$ cat src/rtl/mmio_pkg.sv
// Shared constants for the data-memory MMIO responder: window base,
// register offsets and STATUS bit positions.
package mmio_pkg;

  // Word address of register offset 0. The window spans four words.
  localparam logic [31:0] MMIO_BASE = 32'h0000_1000;

  // Register offsets within the window (address_dmem[1:0]).
  localparam logic [1:0] OFF_TXDATA = 2'd0;
  localparam logic [1:0] OFF_STATUS = 2'd1;
  localparam logic [1:0] OFF_RXDATA = 2'd2;
  localparam logic [1:0] OFF_CYCLE  = 2'd3;

  // STATUS register bit positions.
  localparam int STAT_TX_EMPTY = 2;
  localparam int STAT_TX_FULL  = 3;
  localparam int STAT_RX_FULL  = 4;
  localparam int STAT_OVERFLOW = 5;

endpackage

$ cat src/rtl/mmio_tx_fifo.sv
// Byte-wide circular TX FIFO. Push/pop requests are qualified here so the
// caller only has to present intent; a push into a full FIFO is accepted
// when a pop frees a slot in the same cycle, otherwise it is dropped and
// reported through push_drop.
module mmio_tx_fifo #(
  parameter int TX_DEPTH = 8,
  parameter int TX_PTR_W = 3
) (
  input  logic       clock,
  input  logic       reset,
  input  logic       push,
  input  logic [7:0] push_data,
  input  logic       pop_req,
  output logic [7:0] head,
  output logic       empty,
  output logic       full,
  output logic       push_drop
);

  logic [TX_PTR_W-1:0] wr_ptr_q, wr_ptr_d;
  logic [TX_PTR_W-1:0] rd_ptr_q, rd_ptr_d;
  logic [TX_PTR_W:0]   count_q, count_d;
  logic [7:0]          mem_q [TX_DEPTH];
  logic [7:0]          mem_d [TX_DEPTH];
  logic                pop_ok;
  logic                push_ok;

  assign empty     = (count_q == '0);
  assign full      = (count_q == (TX_PTR_W+1)'(TX_DEPTH));
  assign pop_ok    = pop_req && !empty;
  assign push_ok   = push && (!full || pop_ok);
  assign push_drop = push && full && !pop_ok;
  assign head      = mem_q[rd_ptr_q];

  // Next-state for storage, pointers and occupancy count.
  always_comb begin
    mem_d    = mem_q;
    wr_ptr_d = wr_ptr_q;
    rd_ptr_d = rd_ptr_q;
    count_d  = count_q;
    if (push_ok) begin
      mem_d[wr_ptr_q] = push_data;
      wr_ptr_d        = wr_ptr_q + TX_PTR_W'(1);
    end
    if (pop_ok) begin
      rd_ptr_d = rd_ptr_q + TX_PTR_W'(1);
    end
    case ({push_ok, pop_ok})
      2'b10:   count_d = count_q + (TX_PTR_W+1)'(1);
      2'b01:   count_d = count_q - (TX_PTR_W+1)'(1);
      default: count_d = count_q;
    endcase
  end

  // State registers; storage is cleared so the head reads 0 out of reset.
  always_ff @(posedge clock or negedge reset) begin
    if (!reset) begin
      wr_ptr_q <= '0;
      rd_ptr_q <= '0;
      count_q  <= '0;
      for (int i = 0; i < TX_DEPTH; i++) begin
        mem_q[i] <= '0;
      end
    end else begin
      wr_ptr_q <= wr_ptr_d;
      rd_ptr_q <= rd_ptr_d;
      count_q  <= count_d;
      mem_q    <= mem_d;
    end
  end

endmodule

$ cat src/rtl/dmem_mmio_responder.sv
// MMIO responder on the data-memory bus. Decodes a four-word window and
// returns read data one cycle later, matching the data RAM latency. Holds
// the TX FIFO, the single-entry RX register, a sticky overflow flag and a
// loadable free-running cycle counter.
module dmem_mmio_responder #(
  parameter logic [31:0] MMIO_BASE = mmio_pkg::MMIO_BASE,
  parameter int          TX_DEPTH  = 8,
  parameter int          TX_PTR_W  = 3
) (
  input  logic        clock,
  input  logic        reset,
  input  logic [31:0] address_dmem,
  input  logic [31:0] data,
  input  logic        wren,
  input  logic        req_valid,
  output logic [31:0] mmio_q,
  output logic        mmio_hit_q,
  output logic        tx_valid,
  output logic [7:0]  tx_data,
  input  logic        tx_ready,
  input  logic        rx_valid_in,
  input  logic [7:0]  rx_data_in,
  output logic        rx_ready
);

  import mmio_pkg::*;

  logic        hit;
  logic [1:0]  offset;
  logic        act;
  logic        tx_push;
  logic        tx_empty;
  logic        tx_full;
  logic        tx_drop;
  logic        rx_pop;
  logic        rx_drop;
  logic        ovf_clr;
  logic        cyc_load;
  logic [31:0] rd_val;

  logic [31:0] mmio_d;
  logic        mmio_hit_d;
  logic        rx_full_q, rx_full_d;
  logic [7:0]  rx_byte_q, rx_byte_d;
  logic        overflow_q, overflow_d;
  logic [31:0] cycle_q, cycle_d;

  assign hit    = (address_dmem[31:2] == MMIO_BASE[31:2]);
  assign offset = address_dmem[1:0];
  assign act    = hit && req_valid;

  assign tx_push  = act && wren && (offset == OFF_TXDATA);
  assign rx_pop   = act && !wren && (offset == OFF_RXDATA) && rx_full_q;
  assign ovf_clr  = act && wren && (offset == OFF_STATUS) && data[STAT_OVERFLOW];
  assign cyc_load = act && wren && (offset == OFF_CYCLE);
  // rx_ready is low whenever the register is full, so an incoming byte is
  // dropped even if the CPU pops in the same cycle.
  assign rx_drop  = rx_valid_in && rx_full_q;

  assign tx_valid = !tx_empty;
  assign rx_ready = !rx_full_q;

  mmio_tx_fifo #(
    .TX_DEPTH (TX_DEPTH),
    .TX_PTR_W (TX_PTR_W)
  ) u_tx_fifo (
    .clock     (clock),
    .reset     (reset),
    .push      (tx_push),
    .push_data (data[7:0]),
    .pop_req   (tx_ready),
    .head      (tx_data),
    .empty     (tx_empty),
    .full      (tx_full),
    .push_drop (tx_drop)
  );

  // Read mux from current register state; outside the window it returns 0.
  always_comb begin
    rd_val = '0;
    case (offset)
      OFF_TXDATA: rd_val = '0;
      OFF_STATUS: begin
        rd_val[STAT_TX_EMPTY] = tx_empty;
        rd_val[STAT_TX_FULL]  = tx_full;
        rd_val[STAT_RX_FULL]  = rx_full_q;
        rd_val[STAT_OVERFLOW] = overflow_q;
      end
      OFF_RXDATA: rd_val = rx_full_q ? {24'b0, rx_byte_q} : 32'b0;
      default:    rd_val = cycle_q;
    endcase
    mmio_d     = hit ? rd_val : 32'b0;
    mmio_hit_d = hit;
  end

  // RX holding register, sticky overflow and cycle counter next-state.
  always_comb begin
    rx_full_d  = rx_full_q;
    rx_byte_d  = rx_byte_q;
    overflow_d = overflow_q;
    cycle_d    = cycle_q + 32'd1;

    if (rx_pop) begin
      rx_full_d = 1'b0;
    end else if (rx_valid_in && !rx_full_q) begin
      rx_full_d = 1'b1;
      rx_byte_d = rx_data_in;
    end

    // A fresh overflow event outranks a clear in the same cycle so it is
    // never silently lost.
    if (ovf_clr) begin
      overflow_d = 1'b0;
    end
    if (tx_drop || rx_drop) begin
      overflow_d = 1'b1;
    end

    if (cyc_load) begin
      cycle_d = data;
    end
  end

  // Register all responder state.
  always_ff @(posedge clock or negedge reset) begin
    if (!reset) begin
      mmio_q     <= '0;
      mmio_hit_q <= 1'b0;
      rx_full_q  <= 1'b0;
      rx_byte_q  <= '0;
      overflow_q <= 1'b0;
      cycle_q    <= '0;
    end else begin
      mmio_q     <= mmio_d;
      mmio_hit_q <= mmio_hit_d;
      rx_full_q  <= rx_full_d;
      rx_byte_q  <= rx_byte_d;
      overflow_q <= overflow_d;
      cycle_q    <= cycle_d;
    end
  end

endmodule
$ cat config.mk
export PLATFORM = sky130hd
export DESIGN_NAME = dmem_mmio_responder
export DESIGN_NICKNAME = d
export VERILOG_FILES = /design/src/rtl/mmio_pkg.sv /design/src/rtl/mmio_tx_fifo.sv /design/src/rtl/dmem_mmio_responder.sv
export SDC_FILE = /design/constraint.sdc
export NUM_CORES = 1
export LEC_CHECK = 0
export CAP_MARGIN = 40
export CORE_MARGIN = 10
export CORE_UTILIZATION = 48
export CTS_CLUSTER_SIZE = 24
export DETAILED_ROUTE_END_ITERATION = 10
export PLACE_DENSITY = 0.77
export SETUP_SLACK_MARGIN = 0.05
export SYNTH_ARGS = -nofsm -noshare
export SYNTH_HDL_FRONTEND = slang
export SYNTH_SLANG_ARGS = --single-unit
$ cat constraint.sdc
create_clock -name clock -period 2.7 [get_ports clock]
set_input_delay 0.675 -clock clock [delete_from_list [all_inputs] [get_ports clock]]
set_output_delay 0.675 -clock clock [all_outputs]
set_load 0.005 [all_outputs]
==> flow_summary.ini <==
[run_status]
status = finished with violations
violations = negative setup slack

[pwr]
power.density_nw_per_um2 = 637.4
p_sw_share_pct = 24.69
p_int_uw = 4576
p_leak_uw = 0.004439
p_sw_uw = 1500
peakVddDrop_v = 0.0004824
pwr-share-clk_pct = 42.1
pwr-share-comb_pct = 16.6
report.power.total_uw = 6076
seqPwrFrac_pct = 41.3

[clocking]
clock_latency_ns = 0.42
clock-sinks = 149
numCtsBuffers = 17
cts_tree = built
clock_path_buffers = 2
cts_max_level = 4
clkTransAtPathRegs_ns = 0.06
cts-root-buf = clkbuf_16
ctsHoldBuffers = 0

[yosys]
synth_fp_nets = 642
synth_area_um2 = 6840
ys_warn_count = 0
ys_types = 36
seq_area_frac_synth_pct = 54.51
netlist_instances = 558
ys_seq_elements = 149
syn_area_per_cell_um2 = 12.26

[critical_path]
crit_chain = buf_12 > buf_6 > mux4_2 > mux2_4 > buf_6
worst_path_dominant_cell_family = multiplexers
critPathBufInv = 3
endpoint_kind = primary output
worst_path_most_repeated_cell = buf_6
worstSetupPathType = flip-flop to primary output
startpoint_type = flip-flop
arrival_ns = 2.03
slowest_stage = mux4_2
worstPathMaxFanout = 6
cp_slowest_stage_delay_ns = 0.49
worstPathRequired_ns = 2.03

[sta]
worst_pin_slew_ns = 0.6749
hold_violations = 0
finalSetupViolCount = 1
slew_violations = 0
fin_crit_sh_pct = 100.3
rsz0062_at_grt = true
setup_slack_ns = -0.007616
totalNegativeSetupSlack_ns = -0.007616
final.min_clock_period_ns = 2.708
fmax_mhz = 369.3
timing.hold.ws_ns = 0.2158
relSlewSlack_pct = 55.01
skew_ns = 0.008419

[floorplanning]
core_um2 = 13930
fp.dieW_um = 139.4
dieArea_um2 = 19430
start_util_pct = 49.09
io-pin-count = 121
rows = 43
die_h_um = 139.4

[placement]
portBuffers = 120
place_ws_ns = -0.5310
dpl.hpwl_mm = 11.99
gp_congestion = 0.8337
dpl.cell_count = 869

[grt]
grt_usage_pct = 18.40
antenna_found_initial = 0
grt_max_degree = 60
grt_pass1_wl_mm = 28.92
grt_overflow = 0
first_global_vias = 5560

[layout]
antenna_cells = 0
fillers = 934
final_layout_size_suffix_gt1_share_pct = 29.54
final_cell_count_no_fill = 918
layout_common_cells = dfrtp_1 (148), clkdlybuf4s50_1 (83), mux2_2 (77)
regArea_um2 = 3730
multi_input_area_um2 = 3148
area.growth.synth_to_final_pct = 39.36
layout.nets = 809
final_common_cell = dfrtp_1

[drt]
drtPass1Iterations = 4
wire_per_inst_um = 19.70
finalWirelength_mm = 18.09
drtIter0Drc = 406
drcViolationCount = 0
drtAntennaViolNets = 0
vias_per_cell = 5.582
vias = 5124

[flow_run]
max_cap_violations = 0

[min_path]
min_path_type = primary input to asynchronous set/reset pin
==> power groups by stage <==
stage          logic (µW)  registers [µW]  clock network, µW
6_report             1010            2510               2560
5_1_grt              1100            2520               2680
4_1_cts              1040            2490               2580
3_5_place_dp          864            2510                  0
3_3_place_gp          832            2500                  0
2_1_floorplan         517            2430                  0
==> final cells by class <==
type	instances	share of cell area [%]
clock buffer	19	4.541
clock inverter	13	2.166
inverter	10	0.3938
multi-input combinational	371	33.02
sequential	149	39.13
tap	180	2.363
timing repair buffer	176	18.39
==> cell families (layout without fill, tap and decap cells) <==
logic type	after synthesis	after routing	synth area share (%)
adder cells (fa/ha/maj)	6	6	1.097
flip-flops	149	149	54.51
AO/OA/AOI/OAI	49	49	4.225
XOR/XNOR	39	39	4.994
multiplexers	99	99	18.93
AND/OR/NAND/NOR	178	178	14.03
buffers and inverters	38	218	2.213
==> through the flow <==
stage | utilization (%) | instance area [µm²]
after floorplan | - | 6924
after detailed placement | 61.91 | 8627
after CTS | 67.64 | 9425
final | 68.41 | 9533
after global routing | 68.41 | 9533
after global placement | 61.91 | 8627
==> worst paths after layout <==
kind	from	to	slack, ns	cells after the start
worst min register to register	u_tx_fifo.mem_q[35]$_DFFE_PN0P_	u_tx_fifo.mem_q[35]$_DFFE_PN0P_	0.50	1
worst max register to register	u_tx_fifo.count_q[1]$_DFFE_PN0P_	u_tx_fifo.count_q[2]$_DFFE_PN0P_	0.23	11
worst max-delay path	u_tx_fifo.rd_ptr_q[0]$_DFFE_PN0P_	tx_data[7]	-0.008	5
min in group clock	u_tx_fifo.mem_q[35]$_DFFE_PN0P_	u_tx_fifo.mem_q[35]$_DFFE_PN0P_	0.50	1
worst min-delay path	reset	mmio_q[10]$_DFF_PN0_	0.22	1
max in group asynchronous	reset	mmio_q[28]$_DFF_PN0_	1.83	2
==> synth_stat cells (all sizes together) <==
| library cell | instances | area, µm² |
|---|---|---|
| xnor2 | 13 | 113.9 |
| nand3b | 1 | 7.510 |
| nand3 | 15 | 75.07 |
| nor4 | 12 | 102.6 |
| mux4 | 16 | 360.4 |
| inv | 10 | 37.54 |
| nor2 | 24 | 90.09 |
| o41ai | 1 | 8.760 |
| xor2 | 26 | 227.7 |
| nor2b | 3 | 18.77 |
| a22o | 4 | 35.03 |
| nor3 | 9 | 45.04 |
| and2 | 25 | 156.4 |
| nand4 | 18 | 118.9 |
| and3 | 9 | 56.30 |
| and4 | 7 | 61.31 |
| dfrtp | 149 | 3729 |
| nor4b | 2 | 17.52 |
| a22oi | 7 | 52.55 |
| or4 | 1 | 7.510 |
| o31a | 1 | 8.760 |
| nand2b | 2 | 12.51 |
| buf | 8 | 37.54 |
| clkbuf | 20 | 76.32 |
| mux2 | 83 | 934.7 |
| a21oi | 5 | 25.02 |
| o21ai | 30 | 150.1 |
| ha | 6 | 75.07 |
| a211o | 1 | 8.760 |
| nand2 | 49 | 183.9 |
| or3 | 1 | 6.260 |
==> sequential cells by signal, indices dropped and copies added, names as in the netlist <==
register,flops
rx_byte_q,8
u_tx_fifo.wr_ptr_q,3
overflow_q,1
u_tx_fifo.rd_ptr_q,3
rx_full_q,1
mmio_q,32
u_tx_fifo.mem_q,64
cycle_q,32
u_tx_fifo.count_q,4
mmio_hit_q,1
==> repair_timing <==
action	CTS	global route
setup buffers	10	7
gates cloned	1	0
resized for setup	64	30
endpoints found under the setup margin	28	55
pin swaps	9	17
hold endpoints to repair	0	0
==> worst reg2reg max path, stage by stage (launching register included) <==
cell and delay, ns:
dfrtp_1 0.50, nor4b_2 0.11, a211o_1 0.36, nor4_4 0.24, inv_1 0.10, ha_2 0.20
xor2_1 0.15, ha_2 0.18, a21oi_2 0.12, xor2_1 0.16, nor2_1 0.08, xor2_1 0.14
==> layer usage <==
layer  track usage [%]  share of wire [%]
met5                 0                  0
met4             7.249                2.9
met3             5.376                6.3
met2             31.45                 50
met1             21.21                 41
(Power assumes the default switching activity.)
